$ cat src/rtl/volume_pkg.sv
// Shared FSM state type, volume type and volume limits for volume_ctrl.
package volume_pkg;

  typedef enum logic [1:0] {
    IDLE      = 2'd0,
    PRESS     = 2'd1,
    HOLD_WAIT = 2'd2,
    REPEAT    = 2'd3
  } state_t;

  typedef logic [3:0] volume_t;

  localparam volume_t VOL_MAX_DEC = 4'd9;
  localparam volume_t VOL_MAX_HEX = 4'd15;

  function automatic logic up_allowed(input volume_t vol, input logic mode);
    return vol < (mode ? VOL_MAX_DEC : VOL_MAX_HEX);
  endfunction

endpackage

$ cat src/rtl/volume_ctrl_debounce.sv
// Button debouncer: the level follows the raw input only after DEBOUNCE_CYCLES
// consecutive samples that disagree with the current level.
module debounce #(
  parameter int DEBOUNCE_CYCLES = 4
) (
  input  logic clk,
  input  logic reset,
  input  logic raw,
  output logic level
);

  logic [7:0] cnt_r;

  // count disagreeing samples; any agreeing sample restarts the count
  always_ff @(posedge clk) begin
    if (reset) begin
      cnt_r <= 8'd0;
      level <= 1'b0;
    end else if (raw == level) begin
      cnt_r <= 8'd0;
    end else if (cnt_r == 8'(DEBOUNCE_CYCLES - 1)) begin
      cnt_r <= 8'd0;
      level <= raw;
    end else begin
      cnt_r <= cnt_r + 8'd1;
    end
  end

endmodule

$ cat src/rtl/volume_ctrl.sv
// Volume button controller: debounced up/down/mute buttons drive counter strobes.
// Define VOLUME_CTRL_AUTOREPEAT_EN to enable hold-to-repeat strobes.
module volume_ctrl
  import volume_pkg::*;
#(
  parameter int DEBOUNCE_CYCLES = 4,
  parameter int REPEAT_DELAY    = 16,
  parameter int REPEAT_RATE     = 8
) (
  input  logic       clk,
  input  logic       reset,
  input  logic       btn_up,
  input  logic       btn_down,
  input  logic       btn_mute,
  input  logic       mode,
  input  logic [3:0] volume,
  output logic       up,
  output logic       down,
  output logic       muted
);

  logic up_lvl_s;
  logic down_lvl_s;
  logic mute_lvl_s;

  debounce #(.DEBOUNCE_CYCLES(DEBOUNCE_CYCLES)) u_deb_up (
    .clk(clk), .reset(reset), .raw(btn_up), .level(up_lvl_s)
  );
  debounce #(.DEBOUNCE_CYCLES(DEBOUNCE_CYCLES)) u_deb_down (
    .clk(clk), .reset(reset), .raw(btn_down), .level(down_lvl_s)
  );
  debounce #(.DEBOUNCE_CYCLES(DEBOUNCE_CYCLES)) u_deb_mute (
    .clk(clk), .reset(reset), .raw(btn_mute), .level(mute_lvl_s)
  );

  state_t state_r;
  logic   dir_up_r;
  logic   mute_prev_r;
  logic   mute_rise_s;
  logic   held_s;
  logic   allow_s;
  logic   press_ok_s;

  assign mute_rise_s = mute_lvl_s & ~mute_prev_r;
  assign held_s      = dir_up_r ? up_lvl_s : down_lvl_s;
  assign allow_s     = dir_up_r ? up_allowed(volume, mode) : (volume != 4'd0);
  // a mute edge in the strobe cycle eats that strobe
  assign press_ok_s  = ~muted & ~mute_rise_s & allow_s;

`ifdef VOLUME_CTRL_AUTOREPEAT_EN
  logic [7:0] timer_r;
  logic       hold_sup_r;
  logic       other_s;
  logic       repeat_ok_s;

  assign other_s     = dir_up_r ? down_lvl_s : up_lvl_s;
  // a hold that began while muted never strobes, even after unmuting
  assign repeat_ok_s = press_ok_s & ~hold_sup_r;
`else
  localparam int unused_repeat_cfg = REPEAT_DELAY + REPEAT_RATE;
`endif

  // press FSM, mute state and registered strobes
  always_ff @(posedge clk) begin
    if (reset) begin
      state_r     <= IDLE;
      dir_up_r    <= 1'b0;
      mute_prev_r <= 1'b0;
      muted       <= 1'b0;
      up          <= 1'b0;
      down        <= 1'b0;
`ifdef VOLUME_CTRL_AUTOREPEAT_EN
      timer_r     <= 8'd0;
      hold_sup_r  <= 1'b0;
`endif
    end else begin
      mute_prev_r <= mute_lvl_s;
      up          <= 1'b0;
      down        <= 1'b0;

      if (mute_rise_s) begin
        muted <= ~muted;
      end else if (state_r == PRESS && dir_up_r && muted) begin
        muted <= 1'b0;
      end else begin
        muted <= muted;
      end

      case (state_r)
        IDLE: begin
          if (up_lvl_s ^ down_lvl_s) begin
            state_r  <= PRESS;
            dir_up_r <= up_lvl_s;
          end else begin
            state_r  <= IDLE;
          end
        end
        PRESS: begin
          up      <= dir_up_r & press_ok_s;
          down    <= ~dir_up_r & press_ok_s;
          state_r <= HOLD_WAIT;
`ifdef VOLUME_CTRL_AUTOREPEAT_EN
          hold_sup_r <= muted | mute_rise_s;
          timer_r    <= 8'd1;
`endif
        end
        HOLD_WAIT: begin
`ifdef VOLUME_CTRL_AUTOREPEAT_EN
          if (!held_s || other_s) begin
            state_r <= IDLE;
          end else if (timer_r == 8'(REPEAT_DELAY)) begin
            state_r <= REPEAT;
            timer_r <= 8'd1;
            up      <= dir_up_r & repeat_ok_s;
            down    <= ~dir_up_r & repeat_ok_s;
          end else begin
            timer_r <= timer_r + 8'd1;
          end
`else
          if (!held_s) begin
            state_r <= IDLE;
          end else begin
            state_r <= HOLD_WAIT;
          end
`endif
        end
        REPEAT: begin
`ifdef VOLUME_CTRL_AUTOREPEAT_EN
          if (!held_s || other_s) begin
            state_r <= IDLE;
          end else if (timer_r == 8'(REPEAT_RATE)) begin
            timer_r <= 8'd1;
            up      <= dir_up_r & repeat_ok_s;
            down    <= ~dir_up_r & repeat_ok_s;
          end else begin
            timer_r <= timer_r + 8'd1;
          end
`else
          state_r <= IDLE;
`endif
        end
        default: state_r <= IDLE;
      endcase
    end
  end

endmodule

$ cat config.mk
export PLATFORM = sky130hd
export DESIGN_NAME = volume_ctrl
export DESIGN_NICKNAME = d
export VERILOG_FILES = /design/src/rtl/volume_pkg.sv /design/src/rtl/volume_ctrl_debounce.sv /design/src/rtl/volume_ctrl.sv
export SDC_FILE = /design/constraint.sdc
export NUM_CORES = 1
export LEC_CHECK = 0
export ABC_AREA = 1
export CORE_MARGIN = 5
export CORE_UTILIZATION = 60
export DETAILED_ROUTE_END_ITERATION = 12
export DONT_BUFFER_PORTS = 1
export PLACE_DENSITY = 0.76
export RECOVER_POWER = 25
export SKIP_CTS_REPAIR_TIMING = 1
export SLEW_MARGIN = 20
export SYNTH_ARGS = -nofsm -noshare
export SYNTH_HDL_FRONTEND = slang
export SYNTH_SLANG_ARGS = --single-unit
export TNS_END_PERCENT = 20
$ cat constraint.sdc
create_clock -name clk -period 3 [get_ports clk]
set_input_delay 0.9 -clock clk [delete_from_list [all_inputs] [get_ports clk]]
set_output_delay 0.9 -clock clk [all_outputs]
set_load 0.01 [all_outputs]
==> impl_metrics.tcl, run 1 <==
set metrics [dict create \
    status "completed" \
    io_pins 13 \
    max_freq_mhz 603 \
    htreeDepth 2 \
    ant_nets 0 \
    rsz0062_at_grt "false" \
    pwr-share-seq_pct 60.0 \
    die_area_sq_um 4010 \
    die_h_um 63.3 \
    p_comb_share_pct 4.5 \
    synthesis.area_sq_um 1710 \
    intPower_mw 0.583 \
    wl_per_cell_um 9.32 \
    drtPass1Iterations 4 \
    setup_viol 0 \
    async_reset_ff_share_pct 0 \
    clk_pin_slew_ns 0.10 \
    p_sw_mw 0.188 \
    antenna_found_initial 0 \
    grtUsageTotal_pct 15.4 \
    grt_max_degree 12 \
    post-place-ws_ns 1.40 \
    die_x_um 63.3 \
    netSwitchingFraction_pct 24.4 \
    fin_worst_skew_ns 0.00593 \
    path_max_fanout 3 \
    place_hpwl_um 1970 \
    remaining_drc_errors 0 \
    cp.required_ns 2.10 \
    cts_root_buffer "clkbuf_4" \
    drv_slew 0 \
    fin_ws_ns 1.34 \
    synth_ff_type "dfxtp_1" \
    drive_gt1_share_pct 10.9 \
    synth_top_cell_by_area "dfxtp_1" \
    critPathCaptureType "output pin" \
    netlist-cell-type-count 24 \
    n_antenna_cell 0 \
    netlist_top_cells_area "dfxtp_1 (40%), nand2_1 (15%), nor2_1 (9.5%)" \
    power_density_nw_per_um2 431 \
    synth-seq-cells 34 \
    grt_pass1_wl_um 4910 \
    synth.avg_cell_area_sq_um 6.82 \
    hp-class "flip-flop to flip-flop" \
    fill_cells 266 \
    wirelength_um 2690 \
    clkPwrFrac_pct 35.5 \
    clk_latency_ns 0.35 \
    vias 1386 \
    yosysSeqAreaShare_pct 39.9 \
    viasPerCell 4.81 \
    drv_cap 0 \
    yosysTopAreaCellShare_pct 39.9 \
    overflow 0 \
    postSynthCellCount 250 \
    stdcell_count 288 \
    coreArea_sq_um 2730 \
    final_hold_viol_count 0 \
    max_slew_margin_pct 78.8 \
    gp_congestion 0.774 \
    p_leak_nw 0.773 \
    tns_ns 0 \
    max_slew.worst_pin.slew_ns 0.318 \
    p_total_mw 0.771 \
    timing.final.crit_period_ns 1.66 \
    cts_tree "built" \
    area_growth_pct 4.92 \
    drt_iter0_drc 87 \
    syn_nets 265 \
    cts.sink_count 34 \
    arrival_ns 0.76 \
    synth-edff-count 0 \
    rows 19 \
    fin_nets 271 \
    path_class "flip-flop to output pin" \
    start_util_pct 62.4 \
    cts_buffers 5 \
    utilization_pct 65.4 \
    yosys_warnings 0 \
    ir_worst_vdd_v 0.000358 \
    synth.most_common_cell "nand2_1" \
    synth_common_cells "nand2_1 (66), nor2_1 (43), inv_1 (38), dfxtp_1 (34), nand3_1 (16)" \
    grt_pass1_vias 1187 \
    clockBufferDepth 2 \
    placed_cells 280 \
    period_share_pct 55.3 \
    start_kind "flip-flop" \
    io_buffers 0 \
]
==> power groups by stage <==
stage	logic, mW	registers, mW	clock network, mW
2_1_floorplan	0.0311	0.472	0
3_3_place_gp	0.0360	0.473	0
3_5_place_dp	0.0366	0.473	0
4_1_cts	0.0370	0.463	0.285
5_1_grt	0.0412	0.464	0.310
6_report	0.0350	0.463	0.274
==> area by class of cell <==
class                           instances  area (sq um)  share of cell area (%)
Clock buffer                            6          51.3                    2.87
Tap cell                               31          38.8                    2.17
Multi-Input combinational cell        172           845                    47.2
Clock inverter                          2          12.5                   0.699
Sequential cell                        34           681                    38.0
Inverter                               43           161                    9.02
==> final timing paths <==
path / startpoint / end / slack [ns] / cells after the start
worst max-delay path: muted / muted / 1.34 / 0
worst min-delay path: u_deb_mute.cnt_r[0] / u_deb_mute.cnt_r[0] / 0.45 / 1
worst max register to register: u_deb_up.cnt_r[0] / u_deb_up.cnt_r[0] / 1.72 / 6
worst min register to register: u_deb_mute.cnt_r[0] / u_deb_mute.cnt_r[0] / 0.45 / 1
==> per-layer routing <==
| layer | track usage, % | wire length (um) |
|---|---|---|
| met4 | 8.05 | 63 |
| met2 | 21.4 | 1150 |
| met1 | 19.9 | 1320 |
| met3 | 6.75 | 158 |
| met5 | 0 | 0 |
==> cell usage in the layout (no fill, tap or decap) <==
master	count
nand2_1	67
nor2_1	43
inv_1	39
dfxtp_1	34
nand3_1	16
a21oi_2	6
a21oi_1	5
nor2_2	5
ha_1	5
clkbuf_4	5
inv_2	4
nand3b_1	4
o21ai_0	4
xor2_1	3
nand4_1	3
nor3_1	2
xnor2_1	2
nor3_2	1
o21ai_2	1
nand2_4	1
nand2_2	1
or2_2	1
a21boi_0	1
o211ai_1	1
clkinvlp_4	1
clkbuf_8	1
clkinv_2	1
==> logic make-up (layout without fill, tap and decap cells) <==
| kind of cell | Yosys count | in the layout | synth area share [%] |
|---|---|---|---|
| adder cells (fa/ha/maj) | 5 | 5 | 3.67 |
| AND/OR/NAND/NOR | 144 | 144 | 36.6 |
| AO/OA/AOI/OAI | 18 | 18 | 7.12 |
| XOR/XNOR | 5 | 5 | 2.57 |
| buffers and inverters | 44 | 51 | 10.1 |
| flip-flops | 34 | 34 | 39.9 |
==> per-stage QoR <==
stage	instance area [sq um]	hold slack, ns
floorplan	1710	0.417
finish	1790	0.454
global placement	1730	0.427
detailed placement	1730	0.438
global route	1790	0.479
CTS	1800	0.459
==> state kept, by name, summed over array words and instances (netlist names) <==
register	flops
dir_up_r	1
down	1
mute_prev_r	1
muted	1
state_r	2
u_deb_down.cnt_r	8
u_deb_down.level	1
u_deb_mute.cnt_r	8
u_deb_mute.level	1
u_deb_up.cnt_r	8
u_deb_up.level	1
up	1
Note: power is estimated with default switching activity, not from simulation.
==> inputs of run 2 (changes only) <==
==> constraint.sdc (replaced) <==
create_clock -name clk -period 1.67 [get_ports clk]
set_input_delay 0.501 -clock clk [delete_from_list [all_inputs] [get_ports clk]]
set_output_delay 0.501 -clock clk [all_outputs]
set_load 0.01 [all_outputs]
==> impl_metrics.tcl, run 2 (synthesis results as in run 1) <==
set metrics [dict create \
    final_cell_mix "nand2_1 (67), nor2_1 (43), inv_1 (38)" \
    wirelength_um 2530 \
    die_area_sq_um 4010 \
    post-place-ws_ns 0.430 \
    critPathCaptureType "flip-flop" \
    place_hpwl_um 1910 \
    path_max_fanout 7 \
    dpl-instance-area_sq_um 1730 \
    max_slew_margin_pct 79.9 \
    max_stage_delay_ns 0.37 \
    wl_met1_um 1280 \
    remaining_drc_errors 0 \
    fill_cells 260 \
    wl_per_cell_um 8.79 \
    cpMaxStageDelayCell "dfxtp_1" \
    viasPerCell 4.72 \
    whs_ns 0.230 \
    drt_iter0_drc 53 \
    min-delay-start "reset" \
    fin_worst_skew_ns 0.00514 \
    ir_worst_vdd_v 0.000577 \
    max_freq_mhz 783 \
    cp.required_ns 1.88 \
    pwr-share-seq_pct 61.2 \
    drtPass1Iterations 4 \
    cp_common_cell "nand2_1" \
    drive_gt1_share_pct 10.5 \
    rows 19 \
    die_h_um 63.3 \
    clk_latency_ns 0.33 \
    gp_congestion 0.815 \
    reg.largest.list "u_deb_down.cnt_r x8, u_deb_mute.cnt_r x8, u_deb_up.cnt_r x8" \
    status "completed" \
    multi_input_area_sq_um 841 \
    start_util_pct 62.4 \
    p_comb_share_pct 4.6 \
    grt_pass1_vias 1245 \
    setup_viol 0 \
    vias 1360 \
    grtUsageTotal_pct 14.7 \
    rsz0062_at_grt "false" \
    grt_pass1_wl_um 4780 \
    io_buffers 0 \
    hp-class "primary input to flip-flop" \
    crit_path_cell_trace "ha_1, nand2_1, nor2_1, nand2_1, nand2_1, a21oi_1" \
    grt_max_degree 11 \
    start_kind "flip-flop" \
    startpoint "u_deb_down.cnt_r[0]" \
    path_class "flip-flop to flip-flop" \
    clk_pin_slew_ns 0.10 \
    arrival_ns 1.49 \
    period_share_pct 76.4 \
    cts_tree "built" \
    intPower_mw 1.05 \
    wl_met3_um 126 \
    ant_nets 0 \
    final_common_cell "nand2_1" \
    drv_slew 0 \
    power_density_nw_per_um2 762 \
    coreArea_sq_um 2730 \
    postLayoutCellArea_sq_um 1780 \
    io_pins 13 \
    drv_cap 0 \
    utilization_pct 65.2 \
    regArea_sq_um 681 \
    timing.final.crit_period_ns 1.28 \
    p_sw_mw 0.309 \
    max_slew.worst_pin.slew_ns 0.300 \
    cts_buffers 5 \
    area_growth_pct 4.48 \
    fin_ws_ns 0.393 \
    antenna_found_initial 0 \
    met2WireLength_um 1070 \
    clockBufferDepth 2 \
    n_antenna_cell 0 \
    die_x_um 63.3 \
    r2r_start "u_deb_down.cnt_r[0]" \
    htreeDepth 2 \
    overflow 0 \
    p_leak_nw 0.774 \
    tns_ns 0 \
    clkPwrFrac_pct 34.2 \
    highest_layer "met4" \
    final_hold_viol_count 0 \
    cts_root_buffer "clkbuf_4" \
    netSwitchingFraction_pct 22.7 \
    cts.sink_count 34 \
    fin_nets 271 \
]
-- run 2: cell count changes in the layout (fill, tap and decap cells not counted) --
cell,previous run,this run
a21oi_2,6,5
inv_2,4,5
clkbuf_1,0,1
inv_1,39,38
a21oi_1,5,6
clkinvlp_4,1,0
-- run 2: layout make-up --
| cell class | count | share of cell area, % |
|---|---|---|
| Clock buffer | 7 | 3.09 |
| Clock inverter | 1 | 0.281 |
| Inverter | 43 | 9.06 |
| Multi-Input combinational cell | 172 | 47.2 |
| Sequential cell | 34 | 38.2 |
| Tap cell | 31 | 2.18 |
-- run 2: worst max-delay path, delay by kind of cell (launching register included) --
family | cells | cell delay, ns
adder cells (fa/ha/maj) | 1 | 0.22
AND/OR/NAND/NOR | 4 | 0.50
flip-flops | 1 | 0.37
AO/OA/AOI/OAI | 1 | 0.07
-- run 2: power by group through the flow --
| stage | combinational, mW | clock [mW] | sequential [mW] |
|---|---|---|---|
| floorplan | 0.0559 | 0 | 0.848 |
| global placement | 0.0653 | 0 | 0.850 |
| detailed placement | 0.0670 | 0 | 0.850 |
| CTS | 0.0671 | 0.489 | 0.831 |
| global route | 0.0765 | 0.533 | 0.833 |
| finish | 0.0628 | 0.464 | 0.831 |
-- run 2: layer usage --
metal | up-vias | GRT usage (%)
li1 | 775 | -
met1 | 563 | 18.2
met2 | 17 | 22.2
met3 | 5 | 4.80
met4 | 0 | 8.31
met5 | - | 0
-- run 2: final timing paths --
check	endpoint	slack (ns)	depth (start not counted)
max	u_deb_down.cnt_r[3]	0.39	6
min	dir_up_r	0.23	1
max reg2reg	u_deb_down.cnt_r[3]	0.39	6
min reg2reg	u_deb_mute.cnt_r[0]	0.46	1
-- run 2: stage by stage --
| step | total power [mW] | std cells |
|---|---|---|
| floorplan | 0.904 | 250 |
| global placement | 0.915 | 280 |
| detailed placement | 0.917 | 280 |
| CTS | 1.39 | 288 |
| global route | 1.44 | 288 |
| finish | 1.36 | 288 |
==> inputs of run 3 (changes only) <==
--- a/config.mk
+++ b/config.mk
@@ -7,10 +7,10 @@
 export LEC_CHECK = 0
 export ABC_AREA = 1
 export CORE_MARGIN = 5
-export CORE_UTILIZATION = 60
+export CORE_UTILIZATION = 56
 export DETAILED_ROUTE_END_ITERATION = 12
 export DONT_BUFFER_PORTS = 1
-export PLACE_DENSITY = 0.76
+export PLACE_DENSITY = 0.74
 export RECOVER_POWER = 25
 export SKIP_CTS_REPAIR_TIMING = 1
 export SLEW_MARGIN = 20
==> constraint.sdc (replaced) <==
create_clock -name clk -period 1.04 [get_ports clk]
set_input_delay 0.312 -clock clk [delete_from_list [all_inputs] [get_ports clk]]
set_output_delay 0.312 -clock clk [all_outputs]
set_load 0.01 [all_outputs]
==> impl_metrics.tcl, run 3 (synthesis results as in run 1) <==
set metrics [dict create \
    fin_nets 285 \
    die_x_um 65.2 \
    clk_latency_ns 0.34 \
    status "finished, violations left" \
    clk_pin_slew_ns 0.11 \
    power_density_nw_per_um2 1110 \
    ant_nets 0 \
    drv_slew 0 \
    placed_cells 292 \
    cts_root_buffer "clkbuf_4" \
    crit_path_cell_trace "ha_4, nand3_2, nor2_4, nor2_2, inv_2, nor2_1" \
    utilization_pct 67.5 \
    final_cell_mix "nand2_1 (62), nor2_1 (38), inv_1 (37)" \
    fin_worst_skew_ns 0.00627 \
    period_share_pct 105 \
    n_antenna_cell 0 \
    remaining_drc_errors 0 \
    gp_congestion 0.780 \
    reg.largest.list "u_deb_down.cnt_r x8, u_deb_mute.cnt_r x8, u_deb_up.cnt_r x8" \
    fin_ws_ns -0.0492 \
    hp-class "primary input to flip-flop" \
    clockBufferDepth 2 \
    critPathCaptureType "flip-flop" \
    die_h_um 65.2 \
    cts_tree "built" \
    cp.required_ns 1.28 \
    io_pins 13 \
    grt_max_degree 11 \
    cts_buffers 5 \
    ir_worst_vdd_v 0.000806 \
    setup_viol 15 \
    drt_iter0_drc 33 \
    htreeDepth 2 \
    die_area_sq_um 4250 \
    io_buffers 0 \
    max_slew.worst_pin.slew_ns 0.226 \
    drive_gt1_share_pct 25.8 \
    drtPass1Iterations 4 \
    vias 1448 \
    viasPerCell 4.76 \
    drv_cap 0 \
    grtUsageTotal_pct 15.5 \
    start_util_pct 57.3 \
    p_total_mw 2.24 \
    violations "negative setup slack" \
    wirelength_um 2990 \
    area_growth_pct 17.9 \
    p_leak_nw 0.858 \
    grt_pass1_wl_um 5220 \
    coreArea_sq_um 2980 \
    max_slew_margin_pct 84.9 \
    fill_cells 267 \
    max_freq_mhz 918 \
    rows 20 \
    stdcell_count 304 \
    path_class "flip-flop to flip-flop" \
    wl_per_cell_um 9.83 \
    max_stage_delay_ns 0.37 \
    final_common_cell "nand2_1" \
    final_hold_viol_count 0 \
    timing.final.crit_period_ns 1.09 \
    grt_pass1_vias 1358 \
    path_max_fanout 7 \
    cts.sink_count 34 \
    place_hpwl_um 2140 \
    arrival_ns 1.33 \
    rsz0062_at_grt "true" \
    start_kind "flip-flop" \
    cpMaxStageDelayCell "dfxtp_2" \
    antenna_found_initial 0 \
    overflow 0 \
]
## run 3: changes by cell type in the layout (fill, tap and decap cells not counted), moves of 4 or more
cell	previous run	this run
buf_4	0	14
dfxtp_1	34	23
dfxtp_2	0	9
nand2_1	67	62
nor2_1	43	38
nand2_2	1	5
nor2_4	0	4
## run 3: area by class of cell
| cell class | count | area [sq um] | share of cell area, % |
|---|---|---|---|
| Clock buffer | 7 | 55.1 | 2.74 |
| Clock inverter | 1 | 5.00 | 0.249 |
| Inverter | 43 | 161 | 8.03 |
| Multi-Input combinational cell | 172 | 943 | 46.9 |
| Sequential cell | 34 | 699 | 34.8 |
| Tap cell | 33 | 41.3 | 2.05 |
| Timing Repair Buffer | 14 | 105 | 5.23 |
## run 3: where the power goes
| part | switching, mW | total (mW) | internal (mW) |
|---|---|---|---|
| clock | 0.442 | 0.770 | 0.328 |
| combinational | 0.0758 | 0.134 | 0.0578 |
| sequential | 0.0167 | 1.33 | 1.32 |
## run 3: worst paths after layout
kind                                           from                   to  slack [ns]  cells after the start
worst max-delay path              u_deb_up.cnt_r[0]    u_deb_up.cnt_r[3]       -0.05                      6
worst min-delay path                          reset          mute_prev_r        0.02                      1
worst min register to register  u_deb_down.cnt_r[7]  u_deb_down.cnt_r[7]        0.51                      2
worst max register to register    u_deb_up.cnt_r[0]    u_deb_up.cnt_r[3]       -0.05                      6
## run 3: worst max-delay path, delay by kind of cell (launching register included)
| family | cells | cell delay, ns |
|---|---|---|
| AND/OR/NAND/NOR | 4 | 0.35 |
| buffers and inverters | 1 | 0.12 |
| adder cells (fa/ha/maj) | 1 | 0.15 |
| flip-flops | 1 | 0.37 |
## run 3: metrics by stage
step	TNS [ns]	setup WS [ns]	hold WS, ns	instance area (sq um)
global placement	-0.913	-0.0801	0.385	1820
finish	-0.443	-0.0492	0.0239	2010
floorplan	-0.0319	-0.00892	0.381	1710
global route	-1.69	-0.146	0.0000963	2010
detailed placement	-1.43	-0.0917	0.385	1820
CTS	-1.84	-0.101	0.0183	1880
## run 3: per-layer routing
metal / vias to the layer above / global-route usage, % / wire (um)
li1: 811 / - / -
met1: 610 / 18.0 / 1470
met2: 18 / 25.7 / 1290
met3: 9 / 4.79 / 157
met4: 0 / 7.77 / 65
met5: - / 0 / 0
